### src/rtl/rx_packet_ctrl.sv
// Receive control around the bit timer: start detection, 9-bit shift-in,
// stop-bit framing check and a one-entry output buffer with read handshake.
module rx_packet_ctrl (
    input  logic       clk,
    input  logic       n_rst,
    input  logic       serial_in,
    input  logic       shift_strobe,
    input  logic       packet_done,
    input  logic       data_read,
    output logic       enable_timer,
    output logic [7:0] rx_data,
    output logic       data_ready,
    output logic       overrun_error,
    output logic       framing_error
);

    typedef enum logic [2:0] {
        IDLE,
        START,
        RECEIVE,
        STOP_CHK,
        STORE
    } state_t;

    state_t     state_reg;
    state_t     state_next;
    logic       sync1_reg;
    logic       synced_reg;
    logic       prev_reg;
    logic [8:0] sr_reg;
    logic       start_edge;
    logic       load;

    // Line idles high, so every stage resets to 1 to avoid a false start.
    always_ff @(posedge clk or negedge n_rst) begin
        if (!n_rst) begin
            sync1_reg  <= 1'b1;
            synced_reg <= 1'b1;
            prev_reg   <= 1'b1;
        end else begin
            sync1_reg  <= serial_in;
            synced_reg <= sync1_reg;
            prev_reg   <= synced_reg;
        end
    end

    assign start_edge = prev_reg & ~synced_reg;

    always_ff @(posedge clk or negedge n_rst) begin
        if (!n_rst) begin
            state_reg <= IDLE;
        end else begin
            state_reg <= state_next;
        end
    end

    always_comb begin
        state_next   = state_reg;
        enable_timer = 1'b0;
        load         = 1'b0;
        case (state_reg)
            IDLE: begin
                if (start_edge) begin
                    state_next = START;
                end
            end
            START: begin
                state_next = RECEIVE;
            end
            RECEIVE: begin
                enable_timer = 1'b1;
                if (packet_done) begin
                    state_next = STOP_CHK;
                end
            end
            STOP_CHK: begin
                state_next = sr_reg[8] ? STORE : IDLE;
            end
            STORE: begin
                load       = 1'b1;
                state_next = IDLE;
            end
            default: begin
                state_next = IDLE;
            end
        endcase
    end

    // LSB arrives first, so bits enter at the top and walk down to sr[0].
    always_ff @(posedge clk or negedge n_rst) begin
        if (!n_rst) begin
            sr_reg <= 9'h1FF;
        end else if (state_reg == START) begin
            sr_reg <= 9'h1FF;
        end else if (state_reg == RECEIVE && shift_strobe) begin
            sr_reg <= {synced_reg, sr_reg[8:1]};
        end
    end

    always_ff @(posedge clk or negedge n_rst) begin
        if (!n_rst) begin
            framing_error <= 1'b0;
        end else if (state_reg == START) begin
            framing_error <= 1'b0;
        end else if (state_reg == STOP_CHK) begin
            framing_error <= ~sr_reg[8];
        end
    end

    // A load takes priority over a simultaneous read so the fresh byte stays flagged.
    always_ff @(posedge clk or negedge n_rst) begin
        if (!n_rst) begin
            rx_data       <= 8'hFF;
            data_ready    <= 1'b0;
            overrun_error <= 1'b0;
        end else if (load) begin
            rx_data    <= sr_reg[7:0];
            data_ready <= 1'b1;
            if (data_ready && !data_read) begin
                overrun_error <= 1'b1;
            end
        end else if (data_read) begin
            data_ready    <= 1'b0;
            overrun_error <= 1'b0;
        end
    end

endmodule

### config.mk
export PLATFORM = sky130hd
export DESIGN_NAME = rx_packet_ctrl
export DESIGN_NICKNAME = d
export VERILOG_FILES = /design/src/rtl/rx_packet_ctrl.sv
export SDC_FILE = /design/constraint.sdc
export NUM_CORES = 1
export LEC_CHECK = 0
export ABC_AREA = 1
export BUFFER_PORTS_ARGS = -buffer_cell sky130_fd_sc_hd__buf_4
export CORE_MARGIN = 5
export CORE_UTILIZATION = 40
export DETAILED_ROUTE_END_ITERATION = 8
export PLACE_DENSITY = 0.66
export SLEW_MARGIN = 20
export SYNTH_ARGS = -nofsm -noshare
export SYNTH_HDL_FRONTEND = slang
export SYNTH_SLANG_ARGS = --single-unit
### constraint.sdc
create_clock -name clk -period 1.4 [get_ports clk]
set_input_delay 0.28 -clock clk [delete_from_list [all_inputs] [get_ports clk]]
set_output_delay 0.28 -clock clk [all_outputs]
set_load 0.05 [all_outputs]
==> summary.md, run 1 <==
| Metric | Value |
|---|---|
| Critical path launch point type | register |
| WL met1 | 840 um |
| Port Buffers | 17 |
| Delay of the slowest critical-path stage | 0.45 ns |
| Num ports | 18 |
| Delay-heaviest family, CP | flip-flops |
| Setup crit end | enable_timer |
| Metal3 WL | 84 um |
| Clock slew at reported path FFs | 0.13 ns |
| Area contributors post-synth | dfstp_2 48%, nand2_1 16%, dfrtp_1 14% |
| Leading area contributor after synthesis | dfstp_2 |
| First-pass GRT wire length | 3450 um |
| Starting density of the core | 40.5% |
| Register area share after synthesis | 62.1% |
| Failing checks | setup timing |
| Final Max Tran Viols | 0 |
| Power Total | 3220 uW |
| Pin count of the biggest net entering global routing | 27 |
| Fmax | 694 MHz |
| Worst-path cell chain | nor2_4, nand2_2, inv_2, buf_8 |
| Leak | 0.000682 uW |
| Final setup vio count | 1 |
| Share of post-route cells with drive strength above 1 | 42.1% |
| CP Capture Type | output pin |
| Non-Filler Instances | 171 |
| Final hold vios | 0 |
| Clock Path Buffers | 2 |
| Synthesis Warnings | 0 |
| Die area | 0.00386 mm2 |
| CORE AREA | 0.00269 mm2 |
| Drc violations | 0 |
| Antenna fix cells | 0 |
| FF-to-FF setup slack | 0.15 ns |
| Reg-to-Reg Start | state_reg[2] |
| Worst slew margin relative to its limit | 78.7% |
| Cell variety after synth | 18 |
| Number of flip-flops in the largest register | 9 |
| Slowest CP cell | dfrtp_2 |
| Nets | 147 |
| Final worst path period need | 1.44 ns |
| Initial DRC count | 38 |
| Period utilization | 103% |
| Via-to-Cell Ratio | 4.58 |
| WP depth | 4 |
| RePlAce Congestion | 0.763 |
| Die height | 62.2 um |
| Initial antenna violation count | 0 |
| Gr usage total | 10.9% |
| Total global routing overflow | 0 |
| Setup ws final | -0.0408 ns |
| Kind of critical path | reg -> out |
| Syn nets | 121 |
| RR Endpoint | sr_reg[1] |
| H-tree levels | 1 |
| Placed cells | 160 |
| Hold Slack | 0.0519 ns |
| Unrepaired setup endpoints after global routing | yes |
| Post-Syn Instances | 115 |
| TritonCTS buffer count | 3 |
| Tightest Pin Transition | 0.319 ns |
| CTS tree | done |
| Routed WL per cell | 11.2 um |
| Clk Latency, worst-skew pair | 0.32 ns |
| Worst EP required | 1.12 ns |
| Final Skew | 0.00755 ns |
| VDD IR-drop max | 1.24 mV |
| Syn_area_per_cell | 9.47 um2 |
| Synthesized flop and latch total | 26 |
| Via count | 783 |
| Class of the worst hold path | in -> reg |
| Pwr/cell area | 2440 mW/mm2 |
| # rows | 19 |
| Synth top area share | 48.3% |
| Bufs and invs on worst path | 2 |
| Post-DRT Antenna Nets | 0 |
| Place WS | 0.138 ns |
| CP arrival | 1.16 ns |
| Uppermost routed layer | met4 |
| Worst Setup SP | state_reg[2] |
| DRT Pass-1 Iters | 4 |
| Die W | 62.2 um |
| R2R depth | 6 |
| Routed wl met2 | 956 um |
| Final wirelength | 1920 um |
| Vias in the first global route | 779 |
| Status | finished, violations left |
| Post-Syn Area | 0.00109 mm2 |
| Root buffer cell | clkbuf_4 |
| Area grow syn2layout | 21.5% |
| Clock sink count | 26 |
| Max Cap Viol | 0 |
| DP HPWL | 1340 um |
| Critical path peak fanout | 2 |
[metal layers]
layer  GRT usage, %  up-vias
met4           4.88        0
met5              0        -
met2           18.1       14
li1               -      402
met1           12.8      361
met3           3.24        6
[Yosys cell counts]
cell and number:
o21ai_1 6, a21oi_1 2, inv_2 1, nand2_1 45
buf_6 2, dfrtp_1 6, nand4_1 1, o21ai_0 4
inv_1 14, buf_4 1, nand3_4 1, nand3_1 3
nor2_1 1, nor2_2 2, a21boi_0 1, nand2_2 4
dfstp_2 20, nand3_2 1
[through the flow]
| stage | util, % | TNS (ns) | area [um2] |
|---|---|---|---|
| 6_report | 49.2 | -0.0408 | 1320 |
| 5_1_grt | 49.2 | -0.109 | 1320 |
| 4_1_cts | 49.2 | -0.0478 | 1320 |
| 3_5_place_dp | 45.6 | 0 | 1220 |
| 3_3_place_gp | 45.6 | 0 | 1220 |
| 2_1_floorplan | - | 0 | 1090 |
[kinds of logic (layout without fill, tap and decap cells)]
kind of cell | after synthesis | count (layout) | synth area share, %
DFF | 26 | 26 | 62.1
AOI/OAI and AO/OA | 13 | 13 | 6.21
buffers and inverters | 18 | 43 | 7.93
and+or+nand+nor | 58 | 58 | 23.8
[area by class of cell]
| cell class | count | area [um2] |
|---|---|---|
| fillers | 245 | 1360 |
| well taps | 31 | 38.8 |
| multi-input cells | 71 | 334 |
| clock buffers | 4 | 26.3 |
| flip-flops and latches | 26 | 677 |
| repair buffers | 24 | 190 |
| inverters | 15 | 56.3 |
[power by group]
part	leakage, uW	switching (uW)	total [uW]	internal [uW]
registers	0.000288	156	1340	1180
logic	0.000379	1020	1570	543
clock network	0.0000150	205	317	111
total	0.000682	1380	3220	1840
[what timing repair did]
item / 4_1_cts / 5_1_grt
gates cloned: 0 / 0
buffers inserted: 6 / 0
hold endpoints to repair: 6 / 0
hold buffers: 1 / 0
setup endpoints to repair: 1 / 3
pin swaps: 1 / 0
resized for setup: 6 / 1
[how the worst min path moves through the flow]
| stage | from | endpoint | slack [ns] | cells past startpoint |
|---|---|---|---|---|
| 2_1_floorplan | n_rst | data_ready | -0.02 | 0 |
| 3_3_place_gp | n_rst | overrun_error | 0.20 | 1 |
| 3_5_place_dp | n_rst | overrun_error | 0.21 | 1 |
| 4_1_cts | serial_in | sync1_reg | 0.03 | 1 |
| 5_1_grt | serial_in | sync1_reg | 0.03 | 1 |
| 6_report | serial_in | sync1_reg | 0.05 | 1 |
[layout by cell type, fill, tap and decap left out]
master	count
a21oi_1	2
nand2_2	5
nor2_1	1
buf_4	22
clkbuf_1	1
o21ai_1	6
nand3_1	3
dfstp_2	20
inv_2	3
dfrtp_2	1
nor2_4	1
nand2_1	44
clkbuf_4	3
a21boi_0	1
buf_8	1
nor2_2	1
nand3_4	1
nand3_2	1
nand4_1	1
dlygate4sd3_1	1
dfrtp_1	5
o21ai_0	4
inv_1	12
(Power assumes the default switching activity.)
==> run 2: changes to the inputs <==
Settings changed: CORE_ASPECT_RATIO from default to 0.6, REMOVE_ABC_BUFFERS from default to 1.
==> run 2 against run 1 <==
Against the previous run: the flow now finishes without violations; maximum frequency increased by 5.6%; combinational power shrank 4%; clock-buffer cell count unchanged; non-clock buffer count down 2; die area rose by 0.89%; final area rose by 1.1%; critical path depth did not move; largest power group unchanged; cell count decreased by 0.58%.
==> summary.md, run 2 (synthesized netlist as in run 1, its figures left out) <==
| Metric | Value |
|---|---|
| Status | completed |
| Die height | 50.4 um |
| Placed cell areas | 0.00123 mm2 |
| Final setup vio count | 0 |
| P_sw | 1380 uW |
| Critical path peak fanout | 2 |
| Sequential power share | 40.2% |
| First-pass GRT wire length | 3510 um |
| Period utilization | 97.4% |
| Root buffer cell | clkbuf_8 |
| Post-DRT Antenna Nets | 0 |
| Critical path launch point type | register |
| Initial antenna violation count | 0 |
| Place WS | 0.181 ns |
| Final Skew | 0.00215 ns |
| Clk Latency, worst-skew pair | 0.27 ns |
| Finished Cell Area | 0.00134 mm2 |
| Routed WL per cell | 11.4 um |
| Via-to-Cell Ratio | 4.45 |
| DRT Pass-1 Iters | 4 |
| Num ports | 18 |
| CTS tree | done |
| Die W | 77.3 um |
| Utilization after layout | 52.3% |
| Clock sink count | 26 |
| Die area | 0.00390 mm2 |
| Final wirelength | 1930 um |
| # rows | 14 |
| Hold Slack | 0.113 ns |
| Final Max Tran Viols | 0 |
| Area grow syn2layout | 22.9% |
| CP Capture Type | output pin |
| Comb pwr share | 45.6% |
| Nets | 145 |
| Class of the worst hold path | in -> reg |
| Number of flip-flops in the largest register | 9 |
| Drc violations | 0 |
| Gr usage total | 11.4% |
| TritonCTS buffer count | 3 |
| Switching Fraction | 41.6% |
| Tightest Pin Transition | 0.322 ns |
| Most common library cell in the layout ignoring fill and taps | nand2_1 |
| Final worst path period need | 1.36 ns |
| CP arrival | 1.08 ns |
| Share of post-route cells with drive strength above 1 | 41.3% |
| CORE AREA | 0.00256 mm2 |
| Pin count of the biggest net entering global routing | 27 |
| Clock slew at reported path FFs | 0.08 ns |
| RePlAce Congestion | 0.733 |
| Pwr/cell area | 2480 mW/mm2 |
| Starting density of the core | 42.6% |
| Kind of critical path | reg -> out |
| Vias in the first global route | 766 |
| Leak | 0.000688 uW |
| VDD IR-drop max | 1.25 mV |
| Clock Power Share | 14.2% |
| Setup ws final | 0.0361 ns |
| TNS Setup | 0 ns |
| Fill cells | 241 |
| Unrepaired setup endpoints after global routing | yes |
| Final hold vios | 0 |
| Initial DRC count | 56 |
| Fmax | 733 MHz |
| Worst slew margin relative to its limit | 78.6% |
| Antenna fix cells | 0 |
| Max Cap Viol | 0 |
| Internal power | 1940 uW |
| Total global routing overflow | 0 |
| Commonest cells after routing, fill and taps aside | 44 x nand2_1, 20 x buf_4, 20 x dfstp_2 |
| DP HPWL | 1340 um |
| Via count | 757 |
| Port Buffers | 17 |
| Worst EP required | 1.12 ns |
| Clock Path Buffers | 2 |
| H-tree levels | 1 |
-- run 2: critical path, stage by stage, from the launching register on --
cell,delay [ns]
dfrtp_1,0.42
nor2_4,0.14
nand2_2,0.07
inv_2,0.06
buf_8,0.13
-- run 2: area by class of cell --
| class | instances | area [um2] | share of cell area, % |
|---|---|---|---|
| Inverter | 15 | 56.3 | 4.21 |
| Timing Repair Buffer | 22 | 175 | 13.1 |
| Tap cell | 32 | 40.0 | 2.99 |
| Clock buffer | 4 | 55.1 | 4.12 |
| Multi-Input combinational cell | 71 | 334 | 25.0 |
| Sequential cell | 26 | 677 | 50.6 |
-- run 2: power by group through the flow --
stage	sequential [uW]	clock, uW	combinational, uW
3_5_place_dp	1340	0	1420
2_1_floorplan	1710	0	673
3_3_place_gp	1330	0	1390
6_report	1330	470	1510
5_1_grt	1370	529	1690
4_1_cts	1340	500	1480
-- run 2: path summary, 6_finish.rpt --
path	start	to	slack, ns	cells after the start
setup / recovery	state_reg[0]	enable_timer	0.04	4
hold / removal	serial_in	sync1_reg	0.11	1
setup reg to reg	state_reg[0]	sr_reg[4]	0.16	6
hold reg to reg	sync1_reg	synced_reg	0.36	0
max in group asynchronous	n_rst	rx_data[4]	0.66	2
min in group asynchronous	n_rst	framing_error	0.44	2
-- run 2: what timing repair did --
item | in CTS | in global routing
hold buffers | 1 | 0
setup buffers | 2 | 1
hold endpoints to repair | 6 | 0
gates resized for setup | 4 | 2
setup endpoints to repair | 1 | 1
pin swaps | 1 | 1
cloned | 0 | 0
-- run 2: stage by stage --
| stage | std cells | total power [uW] |
|---|---|---|
| finish | 170 | 3320 |
| global route | 170 | 3590 |
| CTS | 169 | 3320 |
| detailed placement | 162 | 2760 |
| global placement | 162 | 2730 |
| floorplan | 112 | 2380 |
-- run 2: per-layer routing --
metal	routed length [um]	up-vias	share of wire (%)	global-route usage [%]
met5	0	-	0	0
met4	37	0	1.9	5.14
met3	126	4	6.5	4.46
met2	789	20	41	16.3
met1	981	341	51	15.2
li1	-	392	-	-
